### src/rtl/vga_color_pkg.sv
`default_nettype none
// ============================================================================
// Module      : vga_color_pkg
// Description : Shared colour types and default palette assignments for the
//               layered colour mapper.
// Revision    : 1.0 - initial release
// ============================================================================
package vga_color_pkg;

    localparam int MAX_COLOR_W = 10;

    typedef struct packed {
        logic [MAX_COLOR_W-1:0] r;
        logic [MAX_COLOR_W-1:0] g;
        logic [MAX_COLOR_W-1:0] b;
    } rgb_t;

    typedef enum logic [1:0] {
        PAL_BLACK = 2'd0,
        PAL_WHITE = 2'd1,
        PAL_RED   = 2'd2,
        PAL_GREEN = 2'd3
    } pal_color_e;

    function automatic pal_color_e default_color(input int idx);
        pal_color_e c;
        case (idx)
            0:       c = PAL_WHITE;
            1:       c = PAL_WHITE;
            2:       c = PAL_RED;
            3:       c = PAL_GREEN;
            default: c = PAL_BLACK;
        endcase
        return c;
    endfunction

endpackage
`default_nettype wire

### src/rtl/layer_prio_enc.sv
`default_nettype none
// ============================================================================
// Module      : layer_prio_enc
// Description : Priority encoder; lowest-index set bit wins, o_hit flags any.
// Revision    : 1.0 - initial release
// ============================================================================
module layer_prio_enc #(
    parameter int NUM_LAYERS = 4,
    parameter int IDX_W      = (NUM_LAYERS > 1) ? $clog2(NUM_LAYERS) : 1
) (
    input  logic [NUM_LAYERS-1:0] i_vec,
    output logic [IDX_W-1:0]      o_idx,
    output logic                  o_hit
);

    // Scanning downward lets the lowest set bit be the last (winning) write.
    always_comb begin
        o_idx = '0;
        o_hit = 1'b0;
        for (int i = NUM_LAYERS - 1; i >= 0; i--) begin
            if (i_vec[i]) begin
                o_idx = IDX_W'(i);
                o_hit = 1'b1;
            end
        end
    end

endmodule
`default_nettype wire

### src/rtl/layered_color_mapper.sv
`default_nettype none
// ============================================================================
// Module      : layered_color_mapper
// Description : Two-stage pixel colour pipeline selecting between prioritised
//               palette layers (with blink masking) and a gradient background.
// Revision    : 1.0 - initial release
// ============================================================================
module layered_color_mapper
    import vga_color_pkg::*;
#(
    parameter int NUM_LAYERS   = 4,
    parameter int COLOR_W      = 8,
    parameter int BLINK_FRAMES = 30
) (
    input  logic                    Clk,
    input  logic                    Reset,
    input  logic                    frame_start,
    input  logic                    pix_valid,
    input  logic [9:0]              DrawX,
    input  logic [9:0]              DrawY,
    input  logic [NUM_LAYERS-1:0]   is_layer,
    input  logic [NUM_LAYERS-1:0]   blink_en,
    input  logic                    pal_we,
    input  logic [3:0]              pal_idx,
    input  logic [3*COLOR_W-1:0]    pal_rgb,
    output logic [COLOR_W-1:0]      VGA_R,
    output logic [COLOR_W-1:0]      VGA_G,
    output logic [COLOR_W-1:0]      VGA_B,
    output logic                    pix_valid_out
);

    localparam int         c_IDX_W    = (NUM_LAYERS > 1) ? $clog2(NUM_LAYERS) : 1;
    localparam int         c_RGB_W    = 3 * COLOR_W;
    localparam logic [7:0] c_CNT_LAST = 8'(BLINK_FRAMES - 1);

    logic [c_RGB_W-1:0]    r_pal_q   [NUM_LAYERS];
    logic [c_RGB_W-1:0]    w_pal_d   [NUM_LAYERS];
    logic [c_RGB_W-1:0]    w_pal_rst [NUM_LAYERS];

    logic                  r_wr_pend_q, w_wr_pend_d;
    logic [3:0]            r_wr_idx_q,  w_wr_idx_d;
    logic [c_RGB_W-1:0]    r_wr_rgb_q,  w_wr_rgb_d;

    logic [7:0]            r_frame_cnt_q,   w_frame_cnt_d;
    logic                  r_blink_phase_q, w_blink_phase_d;

    logic [NUM_LAYERS-1:0] w_eff;
    logic [c_IDX_W-1:0]    w_win_idx;
    logic                  w_hit;
    logic [7:0]            w_bg_b8;
    logic [COLOR_W-1:0]    w_bg_r, w_bg_b;
    logic [c_RGB_W-1:0]    w_bg;

    logic [c_IDX_W-1:0]    r_s1_idx_q,   w_s1_idx_d;
    logic                  r_s1_hit_q,   w_s1_hit_d;
    logic [c_RGB_W-1:0]    r_s1_bg_q,    w_s1_bg_d;
    logic                  r_s1_valid_q, w_s1_valid_d;

    logic [c_RGB_W-1:0]    r_rgb_q,       w_rgb_d;
    logic                  r_valid_out_q, w_valid_out_d;

    logic                  w_unused;
    assign w_unused = ^{DrawY, DrawX[2:0]};

    always_comb begin
        for (int i = 0; i < NUM_LAYERS; i++) begin
            case (default_color(i))
                PAL_WHITE: w_pal_rst[i] = {c_RGB_W{1'b1}};
                PAL_RED:   w_pal_rst[i] = {{COLOR_W{1'b1}}, {(2*COLOR_W){1'b0}}};
                PAL_GREEN: w_pal_rst[i] = {{COLOR_W{1'b0}}, {COLOR_W{1'b1}}, {COLOR_W{1'b0}}};
                default:   w_pal_rst[i] = '0;
            endcase
        end
    end

    // Writes land one cycle late so a pixel entering alongside a write still
    // resolves against the old entry when it reaches stage 2.
    assign w_wr_pend_d = pal_we && ({1'b0, pal_idx} < 5'(NUM_LAYERS));
    assign w_wr_idx_d  = pal_idx;
    assign w_wr_rgb_d  = pal_rgb;

    always_comb begin
        for (int i = 0; i < NUM_LAYERS; i++) begin
            w_pal_d[i] = r_pal_q[i];
            if (r_wr_pend_q && (r_wr_idx_q == 4'(i))) begin
                w_pal_d[i] = r_wr_rgb_q;
            end
        end
    end

    always_comb begin
        w_frame_cnt_d   = r_frame_cnt_q;
        w_blink_phase_d = r_blink_phase_q;
        if (frame_start) begin
            if (r_frame_cnt_q == c_CNT_LAST) begin
                w_frame_cnt_d   = '0;
                w_blink_phase_d = ~r_blink_phase_q;
            end else begin
                w_frame_cnt_d = r_frame_cnt_q + 8'd1;
            end
        end
    end

    assign w_eff = is_layer & ~(blink_en & {NUM_LAYERS{r_blink_phase_q}});

    layer_prio_enc #(
        .NUM_LAYERS (NUM_LAYERS),
        .IDX_W      (c_IDX_W)
    ) u_prio_enc (
        .i_vec (w_eff),
        .o_idx (w_win_idx),
        .o_hit (w_hit)
    );

    // Background gradient is defined at 8 bits and left-aligned to COLOR_W.
    assign w_bg_b8 = 8'h7F - {1'b0, DrawX[9:3]};
    assign w_bg_r  = COLOR_W'(8'h3F) << (COLOR_W - 8);
    assign w_bg_b  = COLOR_W'(w_bg_b8) << (COLOR_W - 8);
    assign w_bg    = {w_bg_r, {COLOR_W{1'b0}}, w_bg_b};

    always_comb begin
        w_s1_idx_d    = w_win_idx;
        w_s1_hit_d    = w_hit;
        w_s1_bg_d     = w_bg;
        w_s1_valid_d  = pix_valid;
        w_rgb_d       = r_s1_hit_q ? r_pal_q[r_s1_idx_q] : r_s1_bg_q;
        w_valid_out_d = r_s1_valid_q;
    end

    always_ff @(posedge Clk) begin
        if (Reset) begin
            for (int i = 0; i < NUM_LAYERS; i++) begin
                r_pal_q[i] <= w_pal_rst[i];
            end
            r_wr_pend_q     <= 1'b0;
            r_wr_idx_q      <= '0;
            r_wr_rgb_q      <= '0;
            r_frame_cnt_q   <= '0;
            r_blink_phase_q <= 1'b0;
            r_s1_idx_q      <= '0;
            r_s1_hit_q      <= 1'b0;
            r_s1_bg_q       <= '0;
            r_s1_valid_q    <= 1'b0;
            r_rgb_q         <= '0;
            r_valid_out_q   <= 1'b0;
        end else begin
            for (int i = 0; i < NUM_LAYERS; i++) begin
                r_pal_q[i] <= w_pal_d[i];
            end
            r_wr_pend_q     <= w_wr_pend_d;
            r_wr_idx_q      <= w_wr_idx_d;
            r_wr_rgb_q      <= w_wr_rgb_d;
            r_frame_cnt_q   <= w_frame_cnt_d;
            r_blink_phase_q <= w_blink_phase_d;
            r_s1_idx_q      <= w_s1_idx_d;
            r_s1_hit_q      <= w_s1_hit_d;
            r_s1_bg_q       <= w_s1_bg_d;
            r_s1_valid_q    <= w_s1_valid_d;
            r_rgb_q         <= w_rgb_d;
            r_valid_out_q   <= w_valid_out_d;
        end
    end

    assign VGA_R         = r_rgb_q[c_RGB_W-1:2*COLOR_W];
    assign VGA_G         = r_rgb_q[2*COLOR_W-1:COLOR_W];
    assign VGA_B         = r_rgb_q[COLOR_W-1:0];
    assign pix_valid_out = r_valid_out_q;

endmodule
`default_nettype wire

### config.mk
export PLATFORM = sky130hd
export DESIGN_NAME = layered_color_mapper
export DESIGN_NICKNAME = d
export VERILOG_FILES = /design/src/rtl/vga_color_pkg.sv /design/src/rtl/layer_prio_enc.sv /design/src/rtl/layered_color_mapper.sv
export SDC_FILE = /design/constraint.sdc
export NUM_CORES = 1
export LEC_CHECK = 0
export BUFFER_PORTS_ARGS = -buffer_cell sky130_fd_sc_hd__buf_2
export CAP_MARGIN = 15
export CORE_ASPECT_RATIO = 0.75
export CORE_MARGIN = 2
export CORE_UTILIZATION = 57
export CTS_CLUSTER_SIZE = 16
export DETAILED_ROUTE_END_ITERATION = 10
export GPL_TIMING_DRIVEN = 0
export PLACE_DENSITY = 0.78
export SLEW_MARGIN = 20
export SYNTH_ARGS = -nofsm -noshare
export SYNTH_HDL_FRONTEND = slang
export SYNTH_SLANG_ARGS = --single-unit
### constraint.sdc
create_clock -name Clk -period 4.2 [get_ports Clk]
set_clock_uncertainty 0.1 [all_clocks]
set_input_delay 0.21 -clock Clk [delete_from_list [all_inputs] [get_ports Clk]]
set_output_delay 0.21 -clock Clk [all_outputs]
set_load 0.05 [all_outputs]
==> results by group <==
Setup path
  • CP max stage delay: 0.63 ns
  • CP most frequent cell: clkbuf_1
  • Startpoint Class: input port
  • R2R setup slack: 2.11 ns
  • Critical path, cell by cell: clkbuf_1, inv_1, clkbuf_1, nand2_2
  • Worst-path fanout max: 24
  • R2R Path Start: r_wr_idx_q[3]$_SDFF_PP0_
  • CP endpoint kind: register
  • Critical path class: in2reg
  • R2r worst-path depth: 5
  • Worst r2r dst: r_pal_q[3][4]$_SDFFCE_PN0P_
  • CP required: 4.08 ns
  • Critical Path Slowest Stage Cell: nand2_2
  • Worst EP arrival: 2.02 ns

Timing
  • Least-Margin Pin Slew: 0.782 ns
  • Fin crit share: 51.0%
  • Final Hold Viols: 0
  • Slack of the critical path: 2.06 ns
  • Relative slew slack: 47.8%
  • Setup-failing EPs final: 0
  • Hold_ws: 0.0105 ns
  • Max frequency: 0.467 GHz
  • Setup repair after global routing missed its margin: no
  • Fin Setup TNS: 0 ns
  • Fin crit period: 2.14 ns
  • Fin. max-slew vios: 0

Run status
  • Status: completed

Synthesis
  • Synth cell types: 49
  • Avg Cell Area, Syn: 14.0 µm²
  • Post-Synthesis Cells: 469
  • Async SR Flop Fraction: 0%
  • YS warnings: 0
  • Register area share after synthesis: 66.7%
  • Post-Syn Nets: 532
  • Top FF cell, synth: edfxtp_1
  • Seq cells post-synth: 171
  • EDFF count, synth: 96
  • Cell Area, Synth: 6570 µm²

Placed design
  • HPWL after DPL: 8400 µm
  • Placed insts: 681
  • Number of I/O port buffers: 70
  • GPL Wtd Cong: 0.788
  • DP Area: 7180 µm²
  • Dpl ws: 1.62 ns

CTS
  • H-tree depth: 4
  • Largest buffer count on any clock path: 2
  • Clk_lat worst skew: 0.42 ns
  • Num CTS Buffers: 17
  • Post-CTS Setup Bufs: 0
  • CTS tree: built
  • Sink Count: 171
  • Clk root buf: clkbuf_16
  • Post-CTS Resized: 0
  • CTS clk-pin slew, worst paths: 0.06 ns

Final layout
  • Area of the multi-input gates: 2080 µm²
  • Fin util: 73.9%
  • Final Instance Area: 8170 µm²
  • Non-Filler Instances: 750
  • Filler cells: 701
  • Area growth syn-to-layout: 24.4%
  • Register area: 4380 µm²
  • Layout cells sized above 1: 22.6%
  • Antenna Cells: 0
  • NumNets Final: 660

Drt
  • Vias/cell: 5.45
  • Final wirelength: 13,600 µm
  • Wire per inst: 18.1 µm
  • Drc violations: 0
  • Post-DRT Antenna Nets: 0
  • Drt first pass iters: 5
  • DRT iter0 DRCs: 516
  • Vias: 4,085

Power and ir drop
  • Sw power: 0.811 mW
  • Clock share of power: 43.2%
  • Total internal power: 2.92 mW
  • Leakage: 2.86 nW
  • Worst vdd ir: 0.321 mV
  • Tot Pwr: 3.73 mW
  • Seq pwr share: 49.6%
  • P per Cell Area: 456 nW/µm²
  • Comb pwr share: 7.2%
  • Net Sw Frac: 21.7%

Floorplan
  • Core Area: 11,100 µm²
  • Die H: 97.0 µm
  • Die area: 12,400 µm²
  • Site row count: 33
  • I/O pin cnt: 86
  • Die X-Extent: 128 µm
  • Initial Util: 59.4%

Worst hold path
  • Hold Crit Endpoint: r_frame_cnt_q[1]$_SDFFE_PP0P_
  • Hold_sp: frame_start
  • Hold-critical path depth: 2
  • Hold crit path type: in2reg

Global routing
  • Vias in the first global route: 4,291
  • Antenna violations before repair: 0
  • Largest net degree at the start of global routing: 25
  • Grt ovf: 0
  • GRT Resource Usage Total: 23.7%
  • First-pass GRT wire length: 21,900 µm

Flow run
  • Max cap viols: 0
-- logic make-up after synthesis --
logic type               after synthesis  share of synthesized area [%]
multiplexers                          38                           9.24
flip-flops                           171                           66.7
AO/OA/AOI/OAI                         25                           2.63
XOR/XNOR                               2                          0.267
buffers and inverters                 31                           2.06
AND/OR/NAND/NOR                      200                           18.7
adder cells (fa/ha/maj)                2                          0.381
-- timing repair --
action / in CTS / in global routing
hold endpoints to repair: 37 / 0
hold buffers: 37 / 0
endpoints found under the setup margin: 0 / 0
-- power by group through the flow --
stage / logic, mW / registers [mW] / clock network (mW)
CTS: 0.269 / 1.85 / 1.63
finish: 0.268 / 1.85 / 1.61
global route: 0.288 / 1.86 / 1.70
global placement: 0.229 / 1.88 / 0
detailed placement: 0.242 / 1.89 / 0
floorplan: 0.0980 / 1.94 / 0
-- synth_stat cells (all sizes together) (2+ instances only) --
cell type | count | area (µm²)
a21boi | 2 | 15.0
a21oi | 2 | 10.0
a31oi | 2 | 12.5
and2 | 32 | 200
and3 | 11 | 68.8
buf | 5 | 37.5
clkbuf | 21 | 78.8
dfxtp | 75 | 1500
edfxtp | 96 | 2880
ha | 2 | 25.0
inv | 5 | 18.8
mux2i | 19 | 190
mux4 | 18 | 405
nand2 | 13 | 48.8
nand2b | 2 | 15.0
nor2 | 21 | 100
nor2b | 31 | 194
nor3 | 3 | 15.0
nor3b | 2 | 15.0
nor4b | 3 | 26.3
o21ai | 4 | 20.0
o22ai | 6 | 37.5
o31a | 2 | 17.5
or2 | 54 | 338
or3 | 18 | 113
or4b | 3 | 30.0
-- critical path: cells and delay by family --
| kind | cells | cell delay, ns |
|---|---|---|
| buffers and inverters | 3 | 1.17 |
| and+or+nand+nor | 1 | 0.63 |
-- cell type report --
class / count / area share (%)
buffer: 26 / 1.42
clock buffer: 23 / 6.37
clock inverter: 9 / 1.30
inverter: 5 / 0.230
multi-input combinational: 267 / 25.4
sequential: 171 / 53.6
tap: 140 / 2.14
timing repair buffer: 109 / 9.49
-- routing by layer --
metal	part of all wire [%]	up-vias	global-route usage, %
met2	50	147	39.0
met4	0.90	0	6.85
li1	-	1934	-
met3	7.0	13	6.47
met1	42	1991	31.2
met5	0	-	0
-- cells in the final DEF (no fill, tap or decap), drive strengths merged, types with 19 or more instances in the layout --
master       count
dlygate4sd3     37
mux2i           19
edfxtp          96
and2            32
nor2            21
nor2b           31
buf             77
or2             54
dfxtp           75
clkbuf          44
-- state kept, by name, indices dropped and copies added, names as in the netlist, 2 cells and up --
| signal | count |
|---|---|
| r_pal_q | 96 |
| r_rgb_q | 24 |
| r_wr_rgb_q | 24 |
| r_s1_idx_q | 2 |
| r_frame_cnt_q | 8 |
| r_wr_idx_q | 4 |
| r_s1_bg_q | 8 |
-- worst max path at each step --
| stage | slack [ns] | cells after the start | startpoint | end |
|---|---|---|---|---|
| global placement | -0.21 | 3 | r_wr_idx_q[2]$_SDFF_PP0_ | r_pal_q[1][10]$_SDFFCE_PN1P_ |
| finish | 2.06 | 4 | Reset | r_pal_q[3][12]$_SDFFCE_PN1P_ |
| detailed placement | 1.62 | 4 | Reset | r_pal_q[3][5]$_SDFFCE_PN0P_ |
| global route | 1.93 | 4 | r_wr_idx_q[0]$_SDFF_PP0_ | r_pal_q[0][7]$_SDFFCE_PN1P_ |
| floorplan | 1.26 | 3 | r_wr_idx_q[2]$_SDFF_PP0_ | r_pal_q[1][0]$_SDFFCE_PN1P_ |
| CTS | 2.06 | 4 | Reset | r_pal_q[3][12]$_SDFFCE_PN1P_ |
No activity file was read; power rests on OpenSTA's default activity.
